==> config.mk <==
export PLATFORM = sky130hd
export DESIGN_NAME = dmem_arbiter
export DESIGN_NICKNAME = d
export VERILOG_FILES = /design/src/rtl/dmem_arb_pkg.sv /design/src/rtl/dmem_arb_select.sv /design/src/rtl/dmem_arbiter.sv
export SDC_FILE = /design/constraint.sdc
export NUM_CORES = 1
export LEC_CHECK = 0
export CORE_MARGIN = 4
export CORE_UTILIZATION = 35
export DETAILED_ROUTE_END_ITERATION = 8
export DONT_BUFFER_PORTS = 1
export GPL_TIMING_DRIVEN = 0
export SLEW_MARGIN = 20
export SYNTH_ARGS = -nofsm -noshare
export SYNTH_HDL_FRONTEND = slang
export SYNTH_SLANG_ARGS = --single-unit
==> constraint.sdc <==
create_clock -name clk -period 2.4 [get_ports clk]
set_clock_uncertainty 0.15 [all_clocks]
set_input_delay 0.24 -clock clk [delete_from_list [all_inputs] [get_ports clk]]
set_output_delay 0.24 -clock clk [all_outputs]
set_load 0.1 [all_outputs]
==> src/rtl/dmem_arb_pkg.sv <==
// Shared types and helpers for the two-port data-memory arbiter.
package dmem_arb_pkg;

  localparam int unsigned NUM_PORTS = 2;
  // Widest address word_align() handles; callers cast to their own width.
  localparam int unsigned WA_MAX_W  = 64;

  typedef enum logic [1:0] {IDLE, ACCESS, RESP} arb_state_t;

  // Force a byte address onto its 32-bit word boundary.
  function automatic logic [WA_MAX_W-1:0] word_align(input logic [WA_MAX_W-1:0] addr);
    return addr & ~WA_MAX_W'(3);
  endfunction

endpackage

==> src/rtl/dmem_arb_select.sv <==
// Grant selection for the two-port data-memory arbiter.
// Default: fixed priority to port 0 with a starvation guard for port 1.
// With DMEM_ARB_ROUND_ROBIN_EN defined: alternating grant via last_grant.
// Requires STARVE_MAX >= 1.
module dmem_arb_select
  import dmem_arb_pkg::*;
#(
  parameter int unsigned STARVE_MAX = 4
) (
  input  logic                 clk,
  input  logic                 rst,
  input  logic [NUM_PORTS-1:0] req_valid,
  input  logic                 accept,
  output logic                 sel_c
);

`ifdef DMEM_ARB_ROUND_ROBIN_EN

  logic last_grant;

  // Lone valid wins; on contention the port other than last_grant wins.
  always_comb begin
    sel_c = req_valid[1];
    if (&req_valid) sel_c = ~last_grant;
  end

  // Remember the last granted port; reset value lets port 0 win first.
  always_ff @(posedge clk) begin
    if (rst) begin
      last_grant <= 1'b1;
    end else if (accept) begin
      last_grant <= sel_c;
    end
  end

`else

  localparam int unsigned CW = $clog2(STARVE_MAX + 1);

  logic [CW-1:0] starve_cnt;

  // Port 0 wins unless port 1 has waited out STARVE_MAX grants or is alone.
  always_comb begin
    sel_c = 1'b0;
    if (req_valid[1] && (!req_valid[0] || starve_cnt == CW'(STARVE_MAX))) sel_c = 1'b1;
  end

  // Count port-0 grants taken while port 1 was waiting, saturating.
  always_ff @(posedge clk) begin
    if (rst) begin
      starve_cnt <= '0;
    end else if (accept) begin
      if (sel_c || !req_valid[1]) begin
        starve_cnt <= '0;
      end else if (starve_cnt != CW'(STARVE_MAX)) begin
        starve_cnt <= starve_cnt + CW'(1);
      end
    end
  end

`endif

endmodule

==> src/rtl/dmem_arbiter.sv <==
// Two-port arbiter in front of a single-port, word-aligned data memory.
// One transaction: accept (IDLE) -> memory access (ACCESS) -> response (RESP).
// Optional macro DMEM_ARB_ROUND_ROBIN_EN switches selection to round-robin.
module dmem_arbiter
  import dmem_arb_pkg::*;
#(
  parameter int unsigned AW         = 32,
  parameter int unsigned DW         = 32,
  parameter int unsigned STARVE_MAX = 4
) (
  input  logic                    clk,
  input  logic                    rst,
  input  logic [NUM_PORTS-1:0]    req_valid,
  input  logic [NUM_PORTS-1:0]    req_we,
  input  logic [NUM_PORTS*AW-1:0] req_addr,
  input  logic [NUM_PORTS*DW-1:0] req_wdata,
  output logic [NUM_PORTS-1:0]    req_ready,
  output logic [NUM_PORTS-1:0]    rsp_valid,
  output logic [DW-1:0]           rsp_rdata,
  input  logic [NUM_PORTS-1:0]    rsp_ready,
  output logic                    mem_we,
  output logic [AW-1:0]           mem_a,
  output logic [DW-1:0]           mem_wd,
  input  logic [DW-1:0]           mem_rd
);

  arb_state_t    state;
  logic          grant;
  logic          sel_c;
  logic          accept_c;
  logic          sel_we_c;
  logic [AW-1:0] sel_addr_c;
  logic [DW-1:0] sel_wdata_c;

  dmem_arb_select #(
    .STARVE_MAX (STARVE_MAX)
  ) u_select (
    .clk       (clk),
    .rst       (rst),
    .req_valid (req_valid),
    .accept    (accept_c),
    .sel_c     (sel_c)
  );

  // Payload of the currently selected port.
  always_comb begin
    sel_we_c    = sel_c ? req_we[1]           : req_we[0];
    sel_addr_c  = sel_c ? req_addr[AW +: AW]  : req_addr[0 +: AW];
    sel_wdata_c = sel_c ? req_wdata[DW +: DW] : req_wdata[0 +: DW];
  end

  // Combinational accept: only in IDLE, out of reset, with something valid.
  always_comb begin
    req_ready = '0;
    if (!rst && state == IDLE && |req_valid) req_ready[sel_c] = 1'b1;
    accept_c  = |req_ready;
  end

  // Transaction FSM with registered memory and response outputs.
  always_ff @(posedge clk) begin
    if (rst) begin
      state     <= IDLE;
      grant     <= 1'b0;
      rsp_valid <= '0;
      rsp_rdata <= '0;
      mem_we    <= 1'b0;
      mem_a     <= '0;
      mem_wd    <= '0;
    end else begin
      case (state)
        IDLE: begin
          if (accept_c) begin
            grant  <= sel_c;
            mem_we <= sel_we_c;
            mem_a  <= AW'(word_align(WA_MAX_W'(sel_addr_c)));
            mem_wd <= sel_wdata_c;
            state  <= ACCESS;
          end
        end
        ACCESS: begin
          // Read data is captured on writes too, giving the pre-write word.
          mem_we           <= 1'b0;
          rsp_rdata        <= mem_rd;
          rsp_valid[grant] <= 1'b1;
          state            <= RESP;
        end
        RESP: begin
          if (rsp_ready[grant]) begin
            rsp_valid <= '0;
            state     <= IDLE;
          end
        end
        default: begin
          state <= IDLE;
        end
      endcase
    end
  end

endmodule

==> results of run 1 <==
-- cells by family after synthesis --
logic type               count (synthesis)  share of synthesized area (%)
buffers and inverters                   56                           6.44
flip-flops                             103                           49.2
adder cells (fa/ha/maj)                  2                          0.596
AO/OA/AOI/OAI                          169                           24.2
other                                    1                         0.0894
multiplexers                             1                          0.268
AND/OR/NAND/NOR                        208                           19.2
-- Yosys cell counts, drive strengths merged --
cell,number
and2,1
a21oi,99
a31oi,1
nor2,65
o21ai,2
inv,7
ha,2
nand2b,2
or3,2
clkbuf,33
o21bai,1
a21boi,1
mux2,1
nor4,1
nand2,133
a211oi,62
nor2b,3
dfxtp,103
conb,1
buf,16
o21a,1
a2111oi,1
nand4,1
a31o,1
-- metrics by stage --
step | std cells | setup slack (ps) | instance area (µm²) | setup TNS, ps | utilization (%)
after floorplan | 541 | 41.5 | 4200 | 0 | -
after global placement | 684 | -166 | 4380 | -264 | 37.9
after detailed placement | 684 | -182 | 4380 | -282 | 37.9
==> out/qor.csv, run 1 <==
metric,value,unit
result of the run,stopped before the end,
failing step,4_1_cts,
Stop Error,[ERROR RSZ-0060] Max buffer count reached.,
Final GP Congestion,0.764,
top-area cell type share of the netlist area,49.2,%
dominant cells by area after synthesis,"sky130_fd_sc_hd__dfxtp_1 49%, sky130_fd_sc_hd__nand2_1 12%, sky130_fd_sc_hd__a21oi_1 12%",
average cell area after synthesis,7.77,µm²
number of buffers inserted during clock tree synthesis,9,
"Distinct cells, synth",28,
die extent in y,117,µm
"Warnings, synthesis",0,
count of instances resized after the clock tree is built,17,
Clk Tree Root Cell,sky130_fd_sc_hd__clkbuf_16,
post-synthesis sequential element count,103,
"Setup Fix Bufs, Post-CTS",4,
top-level I/O count,269,
hold bufs inserted after CTS,141,
area of the mapped netlist,0.00420,mm²
DIE WIDTH,117,µm
count of buffers from port buffering,0,
post-DP HPWL,10.4,mm
H-tree depth,3,
effective utilization at floorplan,36.3,%
post-synthesis sequential area ratio,49.2,%
maximum buffer depth of the clock tree,2,
post-synth top area cell,sky130_fd_sc_hd__dfxtp_1,
synthesized netlist cell count,540,
Sinks on Clock Net,103,
cell row count,39,
==> run 2: changes to the inputs <==
CORE_UTILIZATION = 20   (was 35)
PLACE_DENSITY_LB_ADDON = 0.15   (was unset)
==> run 2 against run 1 <==
- the flow now finishes without violations
- area after synthesis did not move
- synthesized cell count stayed put
==> out/qor.csv, run 2 <==
metric,value,unit
result of the run,finished clean,
beginning of the worst hold path,rst,
Crit. Startpoint,state[1]$_SDFFE_PP0P_,
average wire length per cell after detail routing,17.5,µm
TritonRoute pass-1 iters,4,
Sinks on Clock Net,103,
share of the core filled with cells in the final layout,32.2,%
initial drt markers,208,
average cell area after synthesis,7.77,µm²
"Warnings, synthesis",0,
die extent in y,153,µm
via/cell ratio,4.58,
clock tree from TritonCTS,done,
number of enable-type register cells in the synthesized netlist,0,
"most common cell after layout, fill and taps aside",sky130_fd_sc_hd__dlygate4sd3_1,
Final TNS setup,0,ps
data arrival time at the worst-slack endpoint,1950,ps
post-synth top area cell,sky130_fd_sc_hd__dfxtp_1,
max-slew violation total from the final report,0,
slowest cell on the critical path,sky130_fd_sc_hd__nor2_4,
largest fanout on the critical path,6,
Peak Freq,0.428,GHz
DIE WIDTH,153,µm
power density normalized to cell area,810,mW/mm²
leakage power summed over all cells,2.51,nW
fraction of final layout cells with drive strength greater than 1,6.93,%
Final GP Congestion,0.833,
final-report setup violation count,0,
async set or reset register ratio after synthesis,0,%
reg-to-reg setup timing slack,80,ps
number of global-route vias before repair,4698,
family with the most delay on the worst path,simple AND/OR/NAND/NOR gates,
Main synth FF type,sky130_fd_sc_hd__dfxtp_1,
most numerous cell in the Yosys netlist,sky130_fd_sc_hd__nand2_1,
"critical path, cell by cell","o21bai_4, or3_1, buf_6, clkbuf_16, nor2_4",
normalized max-slew margin,29.3,%
biggest registers after layout,"mem_wd: 32 flops, rsp_rdata: 32 flops, mem_a: 30 flops",
area overhead of the layout relative to synthesis,56.7,%
Final #Nets,886,
antenna violations before repair,0,
clock slew at the register clock pins of the worst setup and hold paths,80,ps
Layout Cell Area excl Fill,0.00657,mm²
Max stage delay on crit path,480,ps
pin count of the biggest net entering global routing,22,
top-area cell type share of the netlist area,49.2,%
critical path required time,2010,ps
reg-to-reg critical path startpoint,state[1]$_SDFFE_PP0P_,
detailed-route wire length,17.3,mm
diodes inserted,0,
post-synthesis sequential element count,103,
"sum of internal, switching and leakage power",5.33,mW
top-level I/O count,269,
startpoint class of the critical path,flip-flop,
number of remaining DRC errors,0,
wire length of the first global-routing pass,26.4,mm
"Remaining Overflow, GRT",0,
"top library cells by usage in the layout, fill and taps aside","159 x sky130_fd_sc_hd__dlygate4sd3_1, 132 x sky130_fd_sc_hd__nand2_1, 100 x sky130_fd_sc_hd__dfxtp_1, 98 x sky130_fd_sc_hd__a21oi_1, 64 x sky130_fd_sc_hd__nor2_1",
effective utilization at floorplan,20.5,%
Final Non-Filler Cells,991,
area of the die,0.0234,mm²
H-tree depth,3,
total routing resource utilization after global routing,14.3,%
Placed Cells,811,
dominant cells by area after synthesis,"sky130_fd_sc_hd__dfxtp_1 49%, sky130_fd_sc_hd__nand2_1 12%, sky130_fd_sc_hd__a21oi_1 12%",
area of placed instances,0.00454,mm²
category of the most critical setup path,reg -> out,
maximum buffer depth of the clock tree,2,
count of antenna-violating nets left after detailed routing,0,
overall via count from detail_route,4543,
Tightest Hold Check Type,in -> reg,
Clk Tree Root Cell,sky130_fd_sc_hd__clkbuf_16,
count of buffers from port buffering,0,
cell row count,52,
hold violation total from the final report,0,
worst voltage drop across the vdd grid,284,µV
max-cap violations,0,
portion of the clock cycle consumed by the worst path in the final layout,97.3,%
placeable core region,0.0204,mm²
cell types with the highest counts after synthesis,"133 x sky130_fd_sc_hd__nand2_1, 103 x sky130_fd_sc_hd__dfxtp_1, 99 x sky130_fd_sc_hd__a21oi_1",
"Distinct cells, synth",28,
transition time at the pin with the least slew margin,1060,ps
post-synthesis sequential area ratio,49.2,%
post-layout min period,2340,ps
area of the mapped netlist,0.00420,mm²
number of buffers inserted during clock tree synthesis,9,
count of buffering cells on the critical path with inverters included,2,
clock latency reported for the late side of the worst-skew pair,350,ps
post-DP HPWL,12.3,mm
Critical Path Sink Type,output port,
synthesized netlist cell count,540,
[run 2: area by class of cell]
cell class	count	area, µm²
Clock inverter	7	86.3
Clock buffer	9	225
Inverter	7	35.0
Multi-Input combinational cell	382	1900
Buffer	48	284
Sequential cell	103	2070
Tap cell	270	338
Fill cell	2159	13900
Timing Repair Buffer	165	1640
[run 2: path summary, 6_finish.rpt]
check,endpoint,depth (start not counted)
setup / recovery,req_ready[0],5
hold / removal,state[0]$_SDFFE_PP0P_,3
hold reg to reg,u_select.starve_cnt[1]$_SDFFE_PP0P_,2
setup reg to reg,mem_we$_SDFFE_PP0P_,8
[run 2: logic make-up (layout without fill, tap and decap cells)]
family | count (synthesis) | in the layout | share of synthesized area [%]
other | 1 | 2 | 0.0894
DFF | 103 | 103 | 49.2
muxes | 1 | 1 | 0.268
and+or+nand+nor | 208 | 208 | 19.2
adders and majority gates | 2 | 2 | 0.596
buffers and inverters | 56 | 236 | 6.44
AOI/OAI and AO/OA | 169 | 169 | 24.2
[run 2: where the power goes]
part / internal (mW) / switching [mW] / leakage (nW)
Sequential: 1.85 / 1.13 / 0.848
Combinational: 0.389 / 0.428 / 1.51
Clock: 0.749 / 0.779 / 0.151
Total: 2.99 / 2.33 / 2.51
[run 2: worst min-delay path, cell delays in order]
cell and delay, ps:
sky130_fd_sc_hd__or3_1 90, sky130_fd_sc_hd__buf_6 130, sky130_fd_sc_hd__inv_6 60
[run 2: routing by layer]
| layer | GRT usage [%] | share of wire, % |
|---|---|---|
| met1 | 16.9 | 42 |
| met4 | 5.18 | 2.4 |
| met5 | 0 | 0 |
| met3 | 4.18 | 7.1 |
| met2 | 24.6 | 49 |
[run 2: repair_timing]
action	4_1_cts	5_1_grt
buffers inserted	3	3
gates resized for setup	16	13
hold buffers	159	1
pin swaps	2	2
hold endpoints to repair	97	1
endpoints found under the setup margin	14	8
[run 2: stage by stage]
| step | setup WS [ps] | hold WS (ps) |
|---|---|---|
| after floorplan | 41.5 | 226 |
| after global placement | -188 | 231 |
| after detailed placement | -191 | 233 |
| after CTS | 2.92 | 65.0 |
| after global routing | -2.41 | 73.4 |
| final | 64.8 | 75.3 |
(Power assumes the default switching activity.)
